`src/rtl/fusion_ctrl.sv`:
```
`default_nettype none
// ----------------------------------------------------------------------------
// fusion_ctrl : frame sequencer with valid/last/stall tracking for fusion pipe
// rev 1.0
// ----------------------------------------------------------------------------
module fusion_ctrl #(
   parameter int PIXELS_PER_BEAT = 16,
   parameter int IMAGE_DIM       = 512,
   parameter int PIPE_LATENCY    = 23,
   parameter int BEATS           = IMAGE_DIM * IMAGE_DIM / PIXELS_PER_BEAT
) (
   input  logic        clk,
   input  logic        areset,
   input  logic        start,
   input  logic        s_valid,
   output logic        s_ready,
   output logic        stall,
   output logic        m_valid,
   input  logic        m_ready,
   output logic        m_last,
   output logic        busy,
   output logic        done,
   output logic [15:0] frame_count
);

   localparam int               CNT_W     = (BEATS > 1) ? $clog2(BEATS) : 1;
   localparam logic [CNT_W-1:0] LAST_BEAT = CNT_W'(BEATS - 1);

   typedef enum logic [1:0] {
      IDLE  = 2'd0,
      RUN   = 2'd1,
      DRAIN = 2'd2,
      DONE  = 2'd3
   } state_t;

   state_t                  state;
   state_t                  state_nx;
   logic [CNT_W-1:0]        beat_cnt;
   logic [PIPE_LATENCY-1:0] valid_sr;
   logic [PIPE_LATENCY-1:0] last_sr;
   logic [15:0]             frame_cnt;

   logic advance;
   logic in_fire;
   logic in_last;
   logic out_fire;
   logic frame_end;

   assign m_valid     = valid_sr[PIPE_LATENCY-1];
   assign m_last      = last_sr[PIPE_LATENCY-1] & m_valid;
   assign stall       = m_valid & ~m_ready;
   assign advance     = ~stall;
   assign s_ready     = (state == RUN) & advance;
   assign in_fire     = s_valid & s_ready;
   assign in_last     = (beat_cnt == LAST_BEAT);
   assign out_fire    = m_valid & m_ready;
   assign frame_end   = (state == DRAIN) & out_fire & m_last;
   assign busy        = (state != IDLE);
   assign done        = (state == DONE);
   assign frame_count = frame_cnt;

   always_comb begin
      state_nx = state;
      unique case (state)
         IDLE:    if (start)              state_nx = RUN;
         RUN:     if (in_fire && in_last) state_nx = DRAIN;
         DRAIN:   if (frame_end)          state_nx = DONE;
         DONE:                            state_nx = IDLE;
         default:                         state_nx = IDLE;
      endcase
   end

   always_ff @(posedge clk or posedge areset) begin
      if (areset) begin
         state <= IDLE;
      end else if (advance) begin
         state <= state_nx;
      end
   end

   // in_fire already implies an advancing edge, so the counter holds on stall
   always_ff @(posedge clk or posedge areset) begin
      if (areset) begin
         beat_cnt <= '0;
      end else if (in_fire) begin
         beat_cnt <= in_last ? '0 : beat_cnt + CNT_W'(1);
      end
   end

   always_ff @(posedge clk or posedge areset) begin
      if (areset) begin
         frame_cnt <= '0;
      end else if (frame_end) begin
         frame_cnt <= frame_cnt + 16'd1;
      end
   end

   generate
      if (PIPE_LATENCY > 1) begin : g_sr_multi
         always_ff @(posedge clk or posedge areset) begin
            if (areset) begin
               valid_sr <= '0;
               last_sr  <= '0;
            end else if (advance) begin
               valid_sr <= {valid_sr[PIPE_LATENCY-2:0], in_fire};
               last_sr  <= {last_sr[PIPE_LATENCY-2:0], in_fire & in_last};
            end
         end
      end else begin : g_sr_single
         always_ff @(posedge clk or posedge areset) begin
            if (areset) begin
               valid_sr <= '0;
               last_sr  <= '0;
            end else if (advance) begin
               valid_sr <= in_fire;
               last_sr  <= in_fire & in_last;
            end
         end
      end
   endgenerate

endmodule
`default_nettype wire

```
`config.mk`:
```
export PLATFORM = sky130hd
export DESIGN_NAME = fusion_ctrl
export DESIGN_NICKNAME = d
export VERILOG_FILES = /design/src/rtl/fusion_ctrl.sv
export SDC_FILE = /design/constraint.sdc
export NUM_CORES = 1
export LEC_CHECK = 0
export BUFFER_PORTS_ARGS = -buffer_cell sky130_fd_sc_hd__buf_2
export CAP_MARGIN = 20
export CORE_MARGIN = 3
export CORE_UTILIZATION = 50
export DETAILED_ROUTE_END_ITERATION = 7
export GPL_TIMING_DRIVEN = 0
export HOLD_SLACK_MARGIN = 0.05
export PLACE_DENSITY = 0.78
export SYNTH_ARGS = -nofsm -noshare
export SYNTH_HDL_FRONTEND = slang
export SYNTH_SLANG_ARGS = --single-unit
```
`constraint.sdc`:
```
create_clock -name clk -period 3.6 [get_ports clk]
set_input_delay 0.72 -clock clk [delete_from_list [all_inputs] [get_ports clk]]
set_output_delay 0.72 -clock clk [all_outputs]
set_load 0.01 [all_outputs]
```
==> results of run 1 <==
power by group through the flow:
stage                     combinational, W  clock [W]  sequential (W)
final                             0.000324   0.000699         0.00113
after global routing              0.000386   0.000752         0.00115
after CTS                         0.000332   0.000714         0.00113
after detailed placement          0.000331          0         0.00114
after global placement            0.000310          0         0.00113
after floorplan                   0.000252          0         0.00112
flip-flops by register name, summed over array words and instances (netlist names):
register / cells
beat_cnt: 14
frame_count: 16
last_sr: 23
state: 2
valid_sr: 23
cells in the final DEF, fill, tap and decap left out, types with 2 or more instances in the layout:
cell | Yosys | layout
and3_1 | 3 | 3
clkbuf_1 | 9 | 9
buf_2 | 1 | 27
clkbuf_8 | 0 | 9
and4_1 | 4 | 4
nand2_1 | 150 | 150
nor3_1 | 3 | 3
inv_1 | 6 | 5
nand4_1 | 7 | 7
a21oi_1 | 2 | 2
dfrtp_1 | 78 | 78
nand2b_1 | 4 | 4
nor2_1 | 13 | 13
nand3_1 | 6 | 6
xnor2_1 | 16 | 16
clkinvlp_4 | 0 | 3
ha_1 | 7 | 7
bufinv_16 | 0 | 2
xor2_1 | 10 | 10
o21ai_0 | 3 | 3
cell type report:
class	count	share of cell area [%]
Clock inverter	6	2.33
Clock buffer	9	3.29
Sequential cell	78	51.8
Buffer	11	1.13
Inverter	7	0.764
Timing Repair Buffer	27	4.19
Multi-Input combinational cell	242	34.0
Tap cell	75	2.49
critical path, stage by stage:
cell and delay [ns]:
buf_2 0.11, nand2b_1 0.17, buf_2 0.20, inv_2 0.09
clkbuf_1 0.32, nor2_1 0.07, buf_2 0.15
synth_stat cells:
| cell type | number |
|---|---|
| nor3_1 | 3 |
| and4_4 | 1 |
| nand3_2 | 1 |
| nand3_4 | 1 |
| clkbuf_1 | 9 |
| mux2_2 | 1 |
| nand3_1 | 6 |
| o21ai_0 | 3 |
| buf_1 | 1 |
| mux2_4 | 1 |
| and2_2 | 1 |
| nor2_1 | 13 |
| dfrtp_1 | 78 |
| inv_1 | 6 |
| a21oi_1 | 2 |
| ha_1 | 7 |
| nor4_2 | 1 |
| and4_1 | 4 |
| mux2i_1 | 1 |
| and3_1 | 3 |
| inv_2 | 1 |
| xor2_1 | 10 |
| a21o_2 | 1 |
| buf_2 | 1 |
| nand2_1 | 150 |
| nand2_4 | 1 |
| nor4_4 | 1 |
| xnor2_1 | 16 |
| and2_1 | 1 |
| nand4_1 | 7 |
| nand2b_1 | 4 |
| a21o_1 | 1 |
| o21ai_2 | 1 |
metal layers:
layer | wire length (um) | GRT usage (%) | vias up | part of all wire (%)
met5 | 0 | 0 | - | 0
met4 | 157 | 9.34 | 0 | 2.7
met3 | 194 | 3.31 | 15 | 3.3
met2 | 2780 | 28.2 | 40 | 47
met1 | 2760 | 22.8 | 1055 | 47
li1 | - | - | 1137 | -
cells by family (layout without fill, tap and decap cells):
kind of cell	after synthesis	after routing	share of synthesized area [%]
AND/OR/NAND/NOR	198	198	26.6
flip-flops	78	78	59.2
XOR/XNOR	26	26	6.90
buffers and inverters	18	60	2.09
AO/OA/AOI/OAI	8	8	1.52
adder cells (fa/ha/maj)	7	7	2.65
multiplexers	3	3	1.10
per-stage QoR:
stage / cells / util [%]
after floorplan: 338 / -
after global placement: 439 / 57.1
after detailed placement: 440 / 57.6
after CTS: 455 / 61.1
after global routing: 455 / 61.1
final: 455 / 61.1
path summary, 6_finish.rpt:
check                                 from              end  slack [ns]  cells after the start
max reg2reg                       state[0]   frame_count[7]        1.45                      8
min in group clk           frame_count[15]  frame_count[15]        0.46                      1
min reg2reg                frame_count[15]  frame_count[15]        0.46                      1
max                                m_ready          s_ready        1.04                      7
min                                 areset   frame_count[8]        0.28                      2
max in group asynchronous           areset   frame_count[2]        2.76                      3
==> reports/metrics.cfg, run 1 <==
[outcome]
outcome=complete, no violations

[power]
internal_power_w=0.00152
p_per_area_nw_per_um2=571
power_leakage_nw=2.03
power_frac_seq_pct=52.4
switching_share_pct=29.2
peakVddDrop_uv=348
combPwrFrac_pct=15.1
total_power_w=0.00215
pwr-share-clk_pct=32.5
switching_power_w=0.000628

[worst_setup_path]
worstPathArrival_ns=1.84
worstSetupEndpointType=primary output
path_max_fanout=10
crit_path_start_kind=primary input
path_class=in -> out
required_ns=2.88

[final_layout]
fin_area_um2=3760
syn_to_final_growth_pct=14.1
drive_above_1_share_pct=14.7
multi_input_area_um2=1280
nets=388
n_fill_cell=494
insertedDiodeCount=0
seq_area_um2=1950

[placement]
place_area_um2=3550
dpl.hpwl_mm=3.94
place_worst_setup_slack_ns=1.05
gp_congestion=0.758
io_buffers=26

[sta]
finalHoldViolCount=0
fin_hold_ws_ns=0.281
drv_slew=0
max-slew-margin-rel_pct=65.7
setup_tns_ns=0
setup_viol=0
tightest_slew_ns=0.511
period_minus_slack_ns=2.56
finClkSkew_ns=0.00831
max_freq_mhz=390
post-route-period-util_pct=71.2
grt_setup_unrepaired=no
layout_setup_ws_ns=1.04

[clock_tree]
cts_sinks=78
cts_resized=0
tritoncts=built
clk_pin_slew_worst_paths_ns=0.08
insertion_delay_ns=0.35
numCtsBuffers=9
cts_setup_buffers=0
htree_levels=3
postCtsHoldBufs=0
clockRootBuffer=clkbuf_8
cts_buffer_depth=2

[grt]
grt_pass1_vias=2241
grt.total_usage_pct=17.6
antenna_found_initial=0
grt_max_degree=66
grt-ovfl-total=0
grt_pass1_wl_mm=10.4

[floorplanning]
dieArea_um2=7610
initial_core_util_pct=53.5
io_pins=27
rows=28
die_height_um=87.2
core_um2=6170
die_w_um=87.2

[detailed_routing]
drc=0
detail-route-antenna-nets=0
drt_iter0_drc=126
wl_mm=5.89
routed_via_density=4.94
wl_per_cell_um=13.0
dr.pass1.iters=4
vias=2247

[run]
timing.max_cap.violations=0

[synthesis]
synth_top_area_cell=dfrtp_1
syn-num-nets=350
yosys.area.top_type_share_pct=59.2
seq_area_frac_synth_pct=59.2
ys_types=33
synth_cells=338
syn_area_um2=3300
yosys_warnings=0
ys_ff_latch=78
synth_area_leaders=dfrtp_1, nand2_1, xnor2_1
synth_area_per_cell_um2=9.76

[min_path]
holdCritPathClass=in -> async

Note: power is estimated with default switching activity, not from simulation.
==> run 2, diff against run 1 <==
--- a/config.mk
+++ b/config.mk
@@ -12,7 +12,7 @@
 export DETAILED_ROUTE_END_ITERATION = 7
 export GPL_TIMING_DRIVEN = 0
 export HOLD_SLACK_MARGIN = 0.05
-export PLACE_DENSITY = 0.78
+export PLACE_DENSITY = 0.8
 export SYNTH_ARGS = -nofsm -noshare
 export SYNTH_HDL_FRONTEND = slang
 export SYNTH_SLANG_ARGS = --single-unit
==> constraint.sdc (replaced) <==
create_clock -name clk -period 2.3 [get_ports clk]
set_input_delay 0.46 -clock clk [delete_from_list [all_inputs] [get_ports clk]]
set_output_delay 0.46 -clock clk [all_outputs]
set_load 0.01 [all_outputs]
==> run 2 against run 1 <==
Compared with the run above:
- clock skew fell by 0.00067 ns
- count of clock-buffer cells in the layout is 3 higher
- non-clock buffer count unchanged
- power rose by 57%
- die area unchanged
- hold slack worse by 0.033 ns
- register-to-register slack lost 1.2 ns
- sequential share of layout area is essentially flat
- sequential power increased by 56%
==> reports/metrics.cfg, run 2 (synthesis results as in run 1) <==
[clock_tree]
clk_pin_slew_worst_paths_ns=0.08  ; about the same
cts_buffer_depth=2  ; unchanged
htree_levels=3  ; unchanged
tritoncts=built  ; unchanged
insertion_delay_ns=0.34  ; was 0.35 ns
numCtsBuffers=9  ; unchanged
cts_sinks=78  ; unchanged
postCtsHoldBufs=0  ; unchanged
cts_resized=0  ; unchanged
cts_setup_buffers=0  ; unchanged
clockRootBuffer=clkbuf_8  ; unchanged

[worst_setup_path]
path_class=reg -> out  ; was in -> out
required_ns=1.84  ; was 2.88 ns
worstSetupEndpointType=primary output  ; unchanged
path_max_fanout=10  ; unchanged
worstPathArrival_ns=1.71  ; was 1.84 ns
reg2reg_from=state[0]  ; unchanged
startpoint=valid_sr[22]  ; was m_ready
crit_path_start_kind=flip-flop  ; was primary input

[detailed_routing]
drc=0  ; unchanged
wl_per_cell_um=12.3  ; was 13.0 um
vias=2279  ; was 2247
routed_via_density=5.00  ; was 4.94
dr.pass1.iters=4  ; unchanged
detail-route-antenna-nets=0  ; unchanged
wl_mm=5.61  ; was 5.89 mm
drt_iter0_drc=96  ; was 126

[final_layout]
multi_input_area_um2=1280  ; unchanged
drive_above_1_share_pct=14.4  ; was 14.7%
final_cell_mix=nand2_1, dfrtp_1, buf_2  ; unchanged
final_util_pct=61.0  ; was 61.1%
syn_to_final_growth_pct=14.0  ; was 14.1%
nets=388  ; unchanged
seq_area_um2=1950  ; unchanged
mostFrequentLayoutCell=nand2_1  ; unchanged
insertedDiodeCount=0  ; unchanged
n_fill_cell=512  ; was 494

[sta]
period_minus_slack_ns=2.17
max_freq_mhz=460
setup_tns_ns=0  ; unchanged
drv_slew=0  ; unchanged
max-slew-margin-rel_pct=47.2  ; was 65.7%
grt_setup_unrepaired=no  ; unchanged
tightest_slew_ns=0.790  ; was 0.511 ns
post-route-period-util_pct=94.5
finClkSkew_ns=0.00764  ; was 0.00831 ns
setup_viol=0  ; unchanged
finalHoldViolCount=0  ; unchanged

[grt]
grt_pass1_wl_mm=10.1  ; was 10.4 mm
grt_pass1_vias=2315  ; was 2241
antenna_found_initial=0  ; unchanged
grt-ovfl-total=0  ; unchanged
grt_max_degree=43  ; was 66
grt.total_usage_pct=17.1  ; was 17.6%

[placement]
io_buffers=26  ; unchanged
gp_congestion=0.821  ; was 0.758
dpl.hpwl_mm=3.82  ; was 3.94 mm

[power]
peakVddDrop_uv=488  ; was 348 uV
combPwrFrac_pct=14.9  ; was 15.1%
internal_power_w=0.00242  ; was 0.00152 W
power_frac_seq_pct=52.4  ; about the same
switching_share_pct=28.2  ; was 29.2%
power_leakage_nw=2.04  ; was 2.03 nW
pwr-share-clk_pct=32.7  ; was 32.5%
switching_power_w=0.000948  ; was 0.000628 W
p_per_area_nw_per_um2=894  ; was 571 nW/um^2

[min_path]
holdCritPathClass=in -> async  ; unchanged

[run]
timing.max_cap.violations=0  ; unchanged

[floorplanning]
die_w_um=87.2  ; unchanged
io_pins=27  ; unchanged
die_height_um=87.2  ; unchanged
dieArea_um2=7610  ; unchanged
initial_core_util_pct=53.5  ; unchanged
rows=28  ; unchanged
core_um2=6170  ; unchanged

[outcome]
outcome=complete, no violations  ; unchanged

run 2: changes by cell type in the layout (fill, tap and decap cells not counted), sizes merged:
cell      previous run  this run
clkbuf              18        21
clkinvlp             3         1
clkinv               1         2
inv                  7         6
run 2: worst paths after layout:
check | end | slack [ns] | cells past startpoint
worst max-delay path | s_ready | 0.13 | 6
worst min-delay path | valid_sr[16] | 0.25 | 2
worst max register to register | frame_count[7] | 0.24 | 8
worst min register to register | valid_sr[4] | 0.47 | 2
max in group asynchronous | last_sr[4] | 1.41 | 3
min in group clk | valid_sr[4] | 0.47 | 2
run 2: layout make-up:
class / count / share of cell area, %
Sequential cell: 78 / 51.9
Clock inverter: 4 / 1.86
Tap cell: 75 / 2.49
Inverter: 7 / 0.798
Clock buffer: 12 / 3.86
Buffer: 11 / 1.13
Timing Repair Buffer: 27 / 3.99
Multi-Input combinational cell: 242 / 34.0
run 2: metrics by stage:
stage | area, um^2 | hold WS [ns] | total power (W) | std cells | worst slack [ns]
5_1_grt | 3760 | 0.300 | 0.00359 | 456 | 0.0000657
6_report | 3760 | 0.248 | 0.00336 | 456 | 0.127
3_3_place_gp | 3530 | 0.443 | 0.00226 | 439 | 0.230
2_1_floorplan | 3300 | 0.430 | 0.00215 | 338 | 0.543
3_5_place_dp | 3550 | 0.447 | 0.00230 | 440 | 0.175
4_1_cts | 3760 | 0.271 | 0.00340 | 456 | 0.0910
run 2: metal layers:
layer | GRT usage, % | routed length, um
met5 | 0 | 0
met4 | 7.25 | 69
met3 | 3.97 | 169
met2 | 29.2 | 2780
met1 | 20.6 | 2600
run 2: worst max-delay path: stages (launching register included):
cell	delay, ns
dfrtp_1	0.40
nand2b_1	0.12
buf_2	0.20
inv_2	0.10
clkbuf_1	0.33
nor2_1	0.07
buf_2	0.15
run 2: power groups by stage:
stage / clock [W] / sequential (W) / combinational, W
2_1_floorplan: 0 / 0.00175 / 0.000394
3_3_place_gp: 0 / 0.00177 / 0.000486
3_5_place_dp: 0 / 0.00178 / 0.000515
5_1_grt: 0.00119 / 0.00179 / 0.000605
4_1_cts: 0.00112 / 0.00176 / 0.000518
6_report: 0.00110 / 0.00176 / 0.000502
==> run 3, diff against run 2 <==
==> config.mk (replaced) <==
export PLATFORM = sky130hd
export DESIGN_NAME = fusion_ctrl
export DESIGN_NICKNAME = d
export VERILOG_FILES = /design/src/rtl/fusion_ctrl.sv
export SDC_FILE = /design/constraint.sdc
export NUM_CORES = 1
export LEC_CHECK = 0
export CAP_MARGIN = 20
export CORE_MARGIN = 3
export CORE_UTILIZATION = 40
export DETAILED_ROUTE_END_ITERATION = 7
export DONT_BUFFER_PORTS = 1
export GPL_ROUTABILITY_DRIVEN = 0
export GPL_TIMING_DRIVEN = 0
export HOLD_SLACK_MARGIN = 0.05
export PLACE_DENSITY = 0.65
export SYNTH_ARGS = -nofsm -noshare
export SYNTH_HDL_FRONTEND = slang
export SYNTH_SLANG_ARGS = --single-unit
==> run 3 against run 2 <==
Compared with the run above:
- final cell count stayed put
- power is 2.7% lower
- clock power is 6% lower
- sequential power hardly changed
- final area is 3.0% lower
- non-clock buffer count is 26 lower
- clock skew is 0.0010 ns lower
- core utilization is 14 points lower
- global-route usage is 4.1 points lower
- die area is 23% higher
- worst setup slack better by 0.043 ns
- critical endpoint unchanged
- largest power group unchanged
==> reports/metrics.cfg, run 3 (synthesis results as in run 1) <==
[grt]
grt_max_degree=43  ; unchanged
grt.total_usage_pct=13.0  ; was 17.1%
grt-ovfl-total=0  ; unchanged
antenna_found_initial=0  ; unchanged
top_usage_layer=met2  ; unchanged
grt_use_met1_pct=16.6  ; was 20.6%
grt_pass1_wl_mm=10.1  ; about the same
use_met2_pct=20.5  ; was 29.2%
use_met3_pct=3.60  ; was 3.97%
grt_pass1_vias=2183  ; was 2315

[run]
timing.max_cap.violations=0  ; unchanged

[placement]
io_buffers=0  ; was 26
dpl.hpwl_mm=3.78  ; was 3.82 mm

[worst_setup_path]
crit_path_start_kind=flip-flop  ; unchanged
worstSetupEndpointType=primary output  ; unchanged
required_ns=1.84  ; about the same
path_class=reg -> out  ; unchanged
path_max_fanout=10  ; unchanged
worstPathArrival_ns=1.67  ; was 1.71 ns
timing.reg2reg.setup_slack_ns=0.22  ; was 0.24 ns

[power]
peakVddDrop_uv=321  ; was 488 uV
p_per_area_nw_per_um2=897  ; was 894 nW/um^2
power_leakage_nw=1.90  ; was 2.04 nW

[sta]
finClkSkew_ns=0.00664  ; was 0.00764 ns
max_freq_mhz=469  ; was 460 MHz
period_minus_slack_ns=2.13  ; was 2.17 ns
grt_setup_unrepaired=no  ; unchanged
post-route-period-util_pct=92.6  ; was 94.5%
tightest_slew_ns=0.795  ; was 0.790 ns
finalHoldViolCount=0  ; unchanged
drv_slew=0  ; unchanged
max-slew-margin-rel_pct=46.9  ; was 47.2%
setup_viol=0  ; unchanged
fin_hold_ws_ns=0.122  ; was 0.248 ns
setup_tns_ns=0  ; unchanged

[final_layout]
drive_above_1_share_pct=8.47  ; was 14.4%
syn_to_final_growth_pct=10.7  ; was 14.0%
nets=362  ; was 388
final_cell_mix=nand2_1, dfrtp_1, xnor2_1  ; was nand2_1, dfrtp_1, buf_2
mostFrequentLayoutCell=nand2_1  ; unchanged
insertedDiodeCount=0  ; unchanged

[detailed_routing]
wl_per_cell_um=12.0  ; was 12.3 um
detail-route-antenna-nets=0  ; unchanged
drc=0  ; unchanged
routed_via_density=4.77  ; was 5.00
drt_iter0_drc=126  ; was 96
vias=2176  ; was 2279
wl_mm=5.49  ; was 5.61 mm
dr.pass1.iters=4  ; unchanged

[clock_tree]
numCtsBuffers=9  ; unchanged
clockRootBuffer=clkbuf_8  ; unchanged
cts_sinks=78  ; unchanged
tritoncts=built  ; unchanged
cts_buffer_depth=2  ; unchanged
insertion_delay_ns=0.34  ; about the same
clk_pin_slew_worst_paths_ns=0.08  ; about the same
htree_levels=3  ; unchanged

[floorplanning]
initial_core_util_pct=42.0  ; was 53.5%
rows=32  ; was 28
core_um2=7850  ; was 6170 um^2
dieArea_um2=9370  ; was 7610 um^2
die_w_um=96.8  ; was 87.2 um
io_pins=27  ; unchanged
die_height_um=96.8  ; was 87.2 um

[min_path]
holdCritPathClass=in -> async  ; unchanged

[outcome]
outcome=complete, no violations  ; unchanged

run 3: path summary, 6_finish.rpt:
check / from / end / cells after the start
worst max-delay path: valid_sr[22] / s_ready / 5
worst min-delay path: areset / frame_count[10] / 1
worst max register to register: state[0] / frame_count[7] / 8
worst min register to register: valid_sr[21] / valid_sr[21] / 2
max in group asynchronous: areset / last_sr[3] / 2
min in group clk: s_valid / valid_sr[0] / 2
run 3: area by class of cell:
cell class / count / area, um^2
Inverter: 7 / 30.0
Tap cell: 102 / 128
Buffer: 11 / 43.8
Fill cell: 733 / 4200
Clock buffer: 12 / 155
Clock inverter: 3 / 43.8
Sequential cell: 78 / 1950
Multi-Input combinational cell: 242 / 1280
Timing Repair Buffer: 1 / 20.0
run 3: repair_timing:
item | CTS | global route
setup endpoints to repair | 0 | 1
setup buffers | 0 | 0
resized for setup | 0 | 2
hold buffers | 0 | 0
run 3: metrics by stage:
| step | area, um^2 | setup slack, ns | utilization [%] | std cells | power, W |
|---|---|---|---|---|---|
| CTS | 3650 | 0.0472 | 46.5 | 456 | 0.00331 |
| floorplan | 3300 | 0.543 | - | 338 | 0.00215 |
| detailed placement | 3450 | 0.244 | 44.0 | 441 | 0.00228 |
| global placement | 3430 | 0.265 | 43.7 | 440 | 0.00225 |
| finish | 3650 | 0.170 | 46.5 | 456 | 0.00327 |
| global route | 3650 | 0.0255 | 46.5 | 456 | 0.00348 |
run 3: critical path, cell delays in order, from the launching register on:
cell,delay [ns]
dfrtp_1,0.44
nand2b_1,0.13
buf_2,0.23
inv_2,0.08
clkbuf_2,0.21
nor2_1,0.23
run 3: per-layer routing:
layer	share of wire (%)	vias up
met5	0	-
met4	2.1	0
met3	3.2	11
met2	46	26
met1	48	1055
li1	-	1084
run 3: where the power goes:
group | total (W) | switching (W) | leakage [nW] | internal, W
Sequential | 0.00176 | 0.000166 | 1.04 | 0.00160
Combinational | 0.000482 | 0.000314 | 0.755 | 0.000169
Clock | 0.00103 | 0.000472 | 0.102 | 0.000556
Total | 0.00327 | 0.000951 | 1.90 | 0.00232
